--- src/rtl/neureka_package.sv ---
// rtl/neureka_package.sv - shared types and constants for the neureka accumulator drain stage
package neureka_package;

    localparam int NEUREKA_SO_OUT_WIDTH = 8;

    typedef enum logic [1:0] {
        SO_IDLE,
        SO_FETCH,
        SO_PACK_OUT,
        SO_CLEAR
    } streamout_state_e;

endpackage

--- src/rtl/neureka_streamout_quant.sv ---
// rtl/neureka_streamout_quant.sv - single-word requant: round, arithmetic shift, relu, saturate
module neureka_streamout_quant #(
    parameter int DATA_WIDTH  = 32,
    parameter int OUT_WIDTH   = 8,
    parameter int SHIFT_WIDTH = 5
) (
    input  logic [DATA_WIDTH-1:0]  data_i,
    input  logic [SHIFT_WIDTH-1:0] shift_i,
    input  logic                   relu_en_i,
    output logic [OUT_WIDTH-1:0]   data_o
);

    localparam logic signed [DATA_WIDTH:0] SAT_MAX = (DATA_WIDTH+1)'((1 << (OUT_WIDTH-1)) - 1);
    localparam logic signed [DATA_WIDTH:0] SAT_MIN = ~SAT_MAX;

    logic signed [DATA_WIDTH:0] round_bias;
    logic signed [DATA_WIDTH:0] biased;
    logic signed [DATA_WIDTH:0] shifted;

    // One extra bit of headroom so the rounding bias can never wrap the word.
    always_comb begin
        round_bias = '0;
        if (shift_i != '0) begin
            round_bias = (DATA_WIDTH+1)'(1) << (shift_i - 1'b1);
        end
        biased  = $signed({data_i[DATA_WIDTH-1], data_i}) + round_bias;
        shifted = biased >>> shift_i;
        if (relu_en_i && shifted[DATA_WIDTH]) begin
            shifted = '0;
        end
        if (shifted > SAT_MAX) begin
            data_o = SAT_MAX[OUT_WIDTH-1:0];
        end else if (shifted < SAT_MIN) begin
            data_o = SAT_MIN[OUT_WIDTH-1:0];
        end else begin
            data_o = shifted[OUT_WIDTH-1:0];
        end
    end

endmodule

--- src/rtl/neureka_accumulator_streamout.sv ---
// rtl/neureka_accumulator_streamout.sv - drains the accumulator buffer as raw words or packed int8
module neureka_accumulator_streamout
    import neureka_package::*;
#(
    parameter int DATA_WIDTH   = 32,
    parameter int NUM_WORDS    = 32,
    parameter int WIDTH_FACTOR = 8,
    parameter int OUT_WIDTH    = NEUREKA_SO_OUT_WIDTH,
    parameter int SHIFT_WIDTH  = 5,
    localparam int ADDR_WIDTH   = $clog2(NUM_WORDS),
    localparam int STREAM_WIDTH = WIDTH_FACTOR * DATA_WIDTH
) (
    input  logic                      clk_i,
    input  logic                      rst_i,
    input  logic                      clear_i,
    input  logic                      start_i,
    input  logic                      quant_en_i,
    input  logic                      relu_en_i,
    input  logic [SHIFT_WIDTH-1:0]    shift_i,
    input  logic [ADDR_WIDTH:0]       word_count_i,
    output logic [ADDR_WIDTH-1:0]     acc_raddr_o,
    input  logic [STREAM_WIDTH-1:0]   acc_rdata_wide_i,
    output logic                      acc_clear_o,
    output logic                      stream_valid_o,
    input  logic                      stream_ready_i,
    output logic [STREAM_WIDTH-1:0]   stream_data_o,
    output logic [STREAM_WIDTH/8-1:0] stream_strb_o,
    output logic                      busy_o,
    output logic                      done_o
);

    localparam int CNT_WIDTH  = ADDR_WIDTH - 1;
    localparam int WC_WIDTH   = ADDR_WIDTH + 1;
    localparam int STRB_WIDTH = STREAM_WIDTH / 8;
    localparam int BPW        = DATA_WIDTH / 8;

    streamout_state_e state_q, state_d;

    logic [CNT_WIDTH-1:0]   chunk_cnt_q;
    logic                   last_loaded_q;
    logic                   quant_q, relu_q;
    logic [SHIFT_WIDTH-1:0] shift_q;
    logic [WC_WIDTH-1:0]    wc_q;

    logic                   idle, start_ok, accept, can_load, do_load, is_last;
    logic                   cur_quant, cur_relu;
    logic [SHIFT_WIDTH-1:0] cur_shift;
    logic [WC_WIDTH-1:0]    wc_sat, cur_wc, last_chunk;

    logic [WIDTH_FACTOR-1:0] word_valid;
    logic [OUT_WIDTH-1:0]    qraw  [WIDTH_FACTOR];
    logic [OUT_WIDTH-1:0]    qbyte [WIDTH_FACTOR];
    logic [STREAM_WIDTH-1:0] full_data, quant_pack;
    logic [STRB_WIDTH-1:0]   full_strb, quant_strb;

    // In IDLE the live inputs are used so chunk 0 can be consumed on the start edge itself.
    assign idle       = (state_q == SO_IDLE);
    assign wc_sat     = (word_count_i > WC_WIDTH'(NUM_WORDS)) ? WC_WIDTH'(NUM_WORDS) : word_count_i;
    assign cur_quant  = idle ? quant_en_i : quant_q;
    assign cur_relu   = idle ? relu_en_i  : relu_q;
    assign cur_shift  = idle ? shift_i    : shift_q;
    assign cur_wc     = idle ? wc_sat     : wc_q;
    assign last_chunk = (cur_wc - 1'b1) / WC_WIDTH'(WIDTH_FACTOR);
    assign is_last    = (last_chunk == WC_WIDTH'(chunk_cnt_q));
    assign start_ok   = start_i && (wc_sat != '0);
    assign accept     = stream_valid_o && stream_ready_i;
    assign can_load   = !stream_valid_o || stream_ready_i;

    assign acc_raddr_o = {chunk_cnt_q, 1'b0};
    assign busy_o      = !idle;
    assign acc_clear_o = (state_q == SO_CLEAR);
    assign done_o      = (state_q == SO_CLEAR);

    for (genvar j = 0; j < WIDTH_FACTOR; j++) begin : g_word
        assign word_valid[j] = (int'(chunk_cnt_q) * WIDTH_FACTOR + j) < int'(cur_wc);
        assign full_data[j*DATA_WIDTH +: DATA_WIDTH] =
            word_valid[j] ? acc_rdata_wide_i[j*DATA_WIDTH +: DATA_WIDTH] : '0;
        assign full_strb[j*BPW +: BPW] = {BPW{word_valid[j]}};
        assign qbyte[j] = word_valid[j] ? qraw[j] : '0;

        neureka_streamout_quant #(
            .DATA_WIDTH  (DATA_WIDTH),
            .OUT_WIDTH   (OUT_WIDTH),
            .SHIFT_WIDTH (SHIFT_WIDTH)
        ) u_quant (
            .data_i    (acc_rdata_wide_i[j*DATA_WIDTH +: DATA_WIDTH]),
            .shift_i   (cur_shift),
            .relu_en_i (cur_relu),
            .data_o    (qraw[j])
        );
    end

    // The output register doubles as the pack register; a new drain starts it from zero.
    always_comb begin
        quant_pack = idle ? '0 : stream_data_o;
        quant_strb = '0;
        for (int l = 0; l < STRB_WIDTH; l++) begin
            if (l / WIDTH_FACTOR == int'(chunk_cnt_q)) begin
                quant_pack[l*OUT_WIDTH +: OUT_WIDTH] = qbyte[l % WIDTH_FACTOR];
            end
            quant_strb[l] = (l < int'(cur_wc));
        end
    end

    always_comb begin
        state_d = state_q;
        do_load = 1'b0;
        case (state_q)
            SO_IDLE: begin
                if (start_ok) begin
                    do_load = 1'b1;
                    state_d = (cur_quant && is_last) ? SO_PACK_OUT : SO_FETCH;
                end
            end
            SO_FETCH: begin
                if (cur_quant) begin
                    do_load = 1'b1;
                    if (is_last) state_d = SO_PACK_OUT;
                end else if (!last_loaded_q) begin
                    do_load = can_load;
                end else if (accept) begin
                    state_d = SO_CLEAR;
                end
            end
            SO_PACK_OUT: begin
                if (stream_ready_i) state_d = SO_CLEAR;
            end
            SO_CLEAR: state_d = SO_IDLE;
            default:  state_d = SO_IDLE;
        endcase
    end

    always_ff @(posedge clk_i) begin
        if (rst_i || clear_i) begin
            state_q <= SO_IDLE;
        end else begin
            state_q <= state_d;
        end
    end

    always_ff @(posedge clk_i) begin
        if (rst_i || clear_i) begin
            chunk_cnt_q    <= '0;
            last_loaded_q  <= 1'b0;
            quant_q        <= 1'b0;
            relu_q         <= 1'b0;
            shift_q        <= '0;
            wc_q           <= '0;
            stream_valid_o <= 1'b0;
            stream_data_o  <= '0;
            stream_strb_o  <= '0;
        end else begin
            if (idle && start_ok) begin
                quant_q       <= quant_en_i;
                relu_q        <= relu_en_i;
                shift_q       <= shift_i;
                wc_q          <= wc_sat;
                last_loaded_q <= 1'b0;
            end
            // The counter parks on the last chunk so the read address never runs past the tile.
            if (do_load) begin
                if (is_last) last_loaded_q <= 1'b1;
                else         chunk_cnt_q   <= chunk_cnt_q + 1'b1;
                if (cur_quant) begin
                    stream_data_o <= quant_pack;
                    if (is_last) begin
                        stream_valid_o <= 1'b1;
                        stream_strb_o  <= quant_strb;
                    end
                end else begin
                    stream_data_o  <= full_data;
                    stream_strb_o  <= full_strb;
                    stream_valid_o <= 1'b1;
                end
            end else if (accept) begin
                stream_valid_o <= 1'b0;
            end
            if (state_q == SO_CLEAR) begin
                chunk_cnt_q   <= '0;
                last_loaded_q <= 1'b0;
            end
        end
    end

endmodule

--- config.mk ---
export PLATFORM = sky130hd
export DESIGN_NAME = neureka_accumulator_streamout
export DESIGN_NICKNAME = d
export VERILOG_FILES = /design/src/rtl/neureka_package.sv /design/src/rtl/neureka_streamout_quant.sv /design/src/rtl/neureka_accumulator_streamout.sv
export SDC_FILE = /design/constraint.sdc
export NUM_CORES = 2
export LEC_CHECK = 0
export CAP_MARGIN = 20
export CORE_MARGIN = 3
export CORE_UTILIZATION = 30
export DETAILED_ROUTE_END_ITERATION = 7
export HOLD_SLACK_MARGIN = 0.08
export PLACE_DENSITY = 0.47
export SYNTH_ARGS = -nofsm -noshare
export SYNTH_HDL_FRONTEND = slang
export SYNTH_HIERARCHICAL = 1
export SYNTH_SLANG_ARGS = --single-unit
--- constraint.sdc ---
create_clock -name clk_i -period 16.6 [get_ports clk_i]
set_clock_uncertainty 0.05 [all_clocks]
set_input_delay 3.32 -clock clk_i [delete_from_list [all_inputs] [get_ports clk_i]]
set_output_delay 3.32 -clock clk_i [all_outputs]
set_load 0.02 [all_outputs]
Word level (Yosys, flattened, before mapping):

Cells that the tools add are included.

* word-level logic and storage cells: 247
* register bits after elaboration: 309
* memories kept: 0
* latch bits: 0
* input port bits: 274
* ROM bits: 0
* RAM bits: 0
* output and inout port bits: 297

* shifts and indexed selects: 9
* reductions and logical operators: 30
* multiplexer cells: 101
* div/mod/pow operators: 0
* $add $sub $neg: 18
* order comparisons: 57
* multiply operators: 0
* eq/ne operators: 18
* bitwise operators: 1

Operators with widths (count)
* 256-bit two-way mux: 2
* 8-bit two-way mux: 56
* 32-bit two-way mux: 10
* 33-bit two-way mux: 9
* 32-bit by 33-bit adder with 33-bit output: 8
* 33-bit by 8-bit > comparator with 1-bit output, second input constant: 8
* 33-bit by 8-bit less-than comparator with 1-bit output, second input constant: 8
* 33-bit by 5-bit >>> shifter with 33-bit output: 8
* 5-bit by 6-bit less-than comparator with 1-bit output, first input constant: 16
* 8-bit by 6-bit less-than comparator with 1-bit output: 7
* 4-bit by 6-bit less-than comparator with 1-bit output, first input constant: 8
* 1-bit by 5-bit << shifter with 33-bit output, first input constant: 1
* 7-bit by 3-bit adder with 8-bit output, second input constant: 4
* 3-bit by 6-bit less-than comparator with 1-bit output, first input constant: 4
* 7-bit by 2-bit adder with 8-bit output, second input constant: 2
* 2-bit two-way mux: 7
* 2-bit AND reduction: 7
* 1-bit logical AND: 12
* 1-bit by 6-bit less-than comparator with 1-bit output, first input constant: 2
* 2-bit by 6-bit less-than comparator with 1-bit output, first input constant: 2
* 1-bit two-way mux: 12
* 6-bit two-way mux: 2
* 3-bit by 2-bit != test with 1-bit output, second input constant: 4
* 3-bit != test, second input constant: 4
* 26 further kinds: 31

Logic depth before layout (Yosys ltp):

* depth in word-level cells: 15
* gate-level depth with buffers: 33

By module:

The synthesis kept the hierarchy.

Modules (own cells, without submodules)
* neureka_streamout_quant (g_word[0].u_quant ...): area an instance 5247.5 um^2, cells an instance 809, sequential area each 0.0 um^2, instances 6
* neureka_accumulator_streamout: area an instance 13897.1 um^2, cells an instance 1626, sequential area each 6185.9 um^2, instances 1
* neureka_streamout_quant (g_word[1].u_quant): area an instance 5291.3 um^2, cells an instance 821, sequential area each 0.0 um^2, instances 1
* neureka_streamout_quant (g_word[7].u_quant): area an instance 5084.9 um^2, cells an instance 780, sequential area each 0.0 um^2, instances 1

Least setup slack after synthesis:

No wires, ideal clock.

* kind: in2reg
* from: input shift_i[2]
* to: register stream_data_o[248]
* stages: 25
* slack: 6.846 ns
* buffers on the path: 6
* data arrival time: 9.567 ns
* cell sequence: mux2_2 clkbuf_1 clkbuf_1 buf_1 clkbuf_1 clkbuf_1 buf_1 nand3_1 nor2_1 ha_1 a21oi_1 o31ai_2 or4_1 o2111ai_1 a21oi_1 or4_4 o31a_1 o2111a_1 a311oi_2 nand4_1 or4_4 o31ai_4 o21ai_1 a221oi_1 nor3_1

RTL lines
* start: declaration: line neureka_accumulator_streamout.sv:19 `input logic [SHIFT_WIDTH-1:0] shift_i,`
* end signal: assignment: line neureka_accumulator_streamout.sv:165 `stream_data_o <= quant_pack;`
* end signal: assignment: line neureka_accumulator_streamout.sv:171 `stream_data_o <= full_data;`
* end: declaration: line neureka_accumulator_streamout.sv:26 `output logic [STREAM_WIDTH-1:0] stream_data_o,`

==> flow_summary.yaml <==
run_status:
  status: "complete, no violations"
timing:
  tns_ns: 0
  tightest_slew_ns: 1.25
  hold_viol: 0
  rsz0062_at_grt: "false"
  max_freq_ghz: 0.0834
  period_share: 0.722
  slew_viol_final: 0
  maxSlewHeadroom: 0.164
  period_minus_slack_ns: 11.98
  final-setup-viol-count: 0
placed_design:
  dp_cells: 10600
  hpwlAfterDp_mm: 288
  port-buffer-count: 569
  gp_congestion: 1.02
yosys:
  synth_area_leaders: "dfxtp_1, nor2_1, ha_1"
  syn_nets: 8631
  avgSynthCellArea_um2: 6.90
  syn-cell-area_mm2: 0.0558
  async_flop_share: 0
  yosysWarnings: 6
  synth_largest_area_cell: "dfxtp_1"
  syn_inst: 8081
  yosysSeqAreaShare: 0.111
  synth.distinct_cells: 138
  synth_flop_cell: "dfxtp_1"
  synth_edf_count: 0
  yosysTopAreaCellShare: 0.111
  ys_ff_latch: 309
final_layout:
  final_nets: 8762
  instances_no_fill: 10700
  drive_above_1_share: 0.0776
  synthToLayoutAreaGrowth_pct: 15.8
  final_core_util: 0.351
grt:
  grt_pass1_wl_mm: 503
  grt_max_degree: 177
  grt_usage: 0.355
  grt.overflow.total: 0
  grt_antenna_before_repair: 34
  grt_pass1_vias: 66500
route:
  viasPerCell: 6.62
  postRouteAntennaNets: 0
  drtIter0Drc: 8464
  vias: 71000
  wl_per_cell_um: 33.6
  dr.pass1.iters: 6
  routed_wl_mm: 360
  drc_errors: 0
power_and_ir_drop:
  peakVddDrop_v: 0.0000705
  power_density_mw_per_mm2: 93.5
  leakage_nw: 23.4
setup_path:
  cpLargestDelayFamily: "compound AO/OA/AOI/OAI gates"
  criticalPathCategory: "in -> reg"
  cp_num_cells: 20
  end_kind: "flip-flop"
  path_buf_inv: 2
  r2r_cells: 22
  crit_fanout: 72
  cp.required_ns: 17.13
  cp.arrival_ns: 12.51
  path_cells: "clkdlybuf4s50_1 -> mux2_8 -> clkinv_1 -> nand2_1 -> nor2_1 -> ha_1 -> a21oi_4 -> o21ai_1 -> a21oi_1 -> o21ai_0 -> nor4_1 -> nor4_1 -> mux4_2 -> mux2i_1 -> or4_1 -> o41ai_2 -> a41oi_4 -> o22ai_2 -> a221oi_1 -> nor2_1"
  crit_slowest_cell: "o22ai_2"
  critical-path-max-stage-delay_ns: 1.03
  start_kind: "input pin"
clocking:
  cts_setup_buffers: 0
  clk_pin_slew_ns: 0.06
  cts_buffer_depth: 3
  cts_resized: 0
  worstSkewPairLatency_ns: 0.67
  cts_tree: "yes"
  root_buffer: "clkbuf_16"
  cts.sink_count: 309
  htree_levels: 2
  cts_hold_buf: 0
  numCtsBuffers: 44
floorplan:
  die_area_mm2: 0.191
  core-area_mm2: 0.184
  fp.dieH_um: 437
  rows: 157
  start_util: 0.303
  design.portCount: 571
  dieWidth_um: 437
worst_hold_path:
  worstHoldPathCells: 2
  hold_class: "reg -> reg"
run:
  drv_cap: 0
==> tightest hold or removal path: cells and delay by family, from the launching register on <==
kind | cells | cell delay, ns
AND/OR/NAND/NOR | 1 | 0.05
AO/OA/AOI/OAI | 1 | 0.05
flip-flops | 1 | 0.31
==> synthesized netlist by cell type, types with 57 or more instances <==
| library cell | n |
|---|---|
| a21o_1 | 118 |
| nand4_1 | 210 |
| inv_1 | 150 |
| o21ai_0 | 525 |
| a211o_1 | 58 |
| o21ai_1 | 153 |
| a21oi_1 | 511 |
| nor2_1 | 1108 |
| nand2b_1 | 70 |
| a221oi_1 | 294 |
| o211ai_1 | 158 |
| clkbuf_1 | 353 |
| o21a_1 | 90 |
| xor2_1 | 67 |
| nand2_1 | 703 |
| o22ai_1 | 74 |
| mux2i_1 | 196 |
| and3_1 | 57 |
| ha_1 | 268 |
| and2_1 | 60 |
| a31oi_1 | 72 |
| dfxtp_1 | 309 |
| xnor2_1 | 93 |
| buf_2 | 185 |
| nor3_1 | 313 |
| a211oi_1 | 205 |
| nand3_1 | 187 |
==> cell type report <==
type / instances / area [um2]
antenna: 17 / 42.5
tap: 2464 / 3080
clock inverter: 20 / 226
timing repair buffer: 709 / 6810
inverter: 166 / 623
multi-input combinational: 6982 / 46400
sequential: 309 / 6190
clock buffer: 57 / 1220
fill: 20000 / 119000
==> cells in the final DEF (no fill, tap or decap), drive strengths merged, types with 86 or more instances in the layout <==
| cell type | count |
|---|---|
| a211oi | 235 |
| a21o | 118 |
| a21oi | 555 |
| a221oi | 295 |
| a31oi | 86 |
| buf | 139 |
| clkdlybuf4s50 | 569 |
| dfxtp | 309 |
| ha | 268 |
| inv | 161 |
| mux2i | 198 |
| nand2 | 706 |
| nand3 | 189 |
| nand4 | 217 |
| nor2 | 1127 |
| nor3 | 331 |
| o211ai | 165 |
| o21a | 90 |
| o21ai | 695 |
| xnor2 | 107 |
==> routing by layer <==
layer / global-route usage / up-vias / part of all wire
li1: - / 31600 / -
met1: 0.418 / 34700 / 0.38
met2: 0.562 / 3701 / 0.44
met3: 0.0548 / 903 / 0.072
met4: 0.310 / 18 / 0.11
met5: 0 / - / 0.00033
==> cells by family after synthesis <==
logic type | count (synthesis) | synth area share
simple gates | 3162 | 0.277
compound gates | 3095 | 0.402
buf+inv | 790 | 0.0620
flops | 309 | 0.111
fa+ha+maj | 276 | 0.0630
mux | 266 | 0.0552
xor+xnor | 174 | 0.0292
other cells | 9 | 0.000606
==> state kept, by name, summed over array words and instances (netlist names) <==
| name | count |
|---|---|
| chunk_cnt_q | 4 |
| last_loaded_q | 1 |
| quant_q | 1 |
| relu_q | 1 |
| shift_q | 5 |
| state_q | 2 |
| stream_data_o | 256 |
| stream_strb_o | 32 |
| stream_valid_o | 1 |
| wc_q | 6 |
==> through the flow <==
stage / total power [mW] / worst slack, ns / area [um2] / hold slack, ns
floorplan: 3.36 / 6.85 / 55800 / 0.395
global placement: 4.95 / 4.02 / 63000 / 0.398
detailed placement: 4.92 / 4.14 / 63100 / 0.401
CTS: 5.94 / 4.86 / 64500 / 0.410
global route: 6.28 / 4.26 / 64600 / 0.429
finish: 6.04 / 4.62 / 64600 / 0.409
==> worst paths after layout <==
check / from / to / slack, ns
setup / recovery: shift_i[1] / stream_data_o[14] / 4.62
hold / removal: stream_data_o[7] / stream_data_o[7] / 0.41
setup reg to reg: state_q[1] / stream_data_o[14] / 6.57
hold reg to reg: stream_data_o[7] / stream_data_o[7] / 0.41
==> power by group <==
group | internal (mW) | switching [mW] | total (mW)
Combinational | 1.28 | 2.85 | 4.13
Clock | 0.555 | 0.440 | 0.995
Sequential | 0.813 | 0.0989 | 0.912
Note: power is estimated with default switching activity, not from simulation.
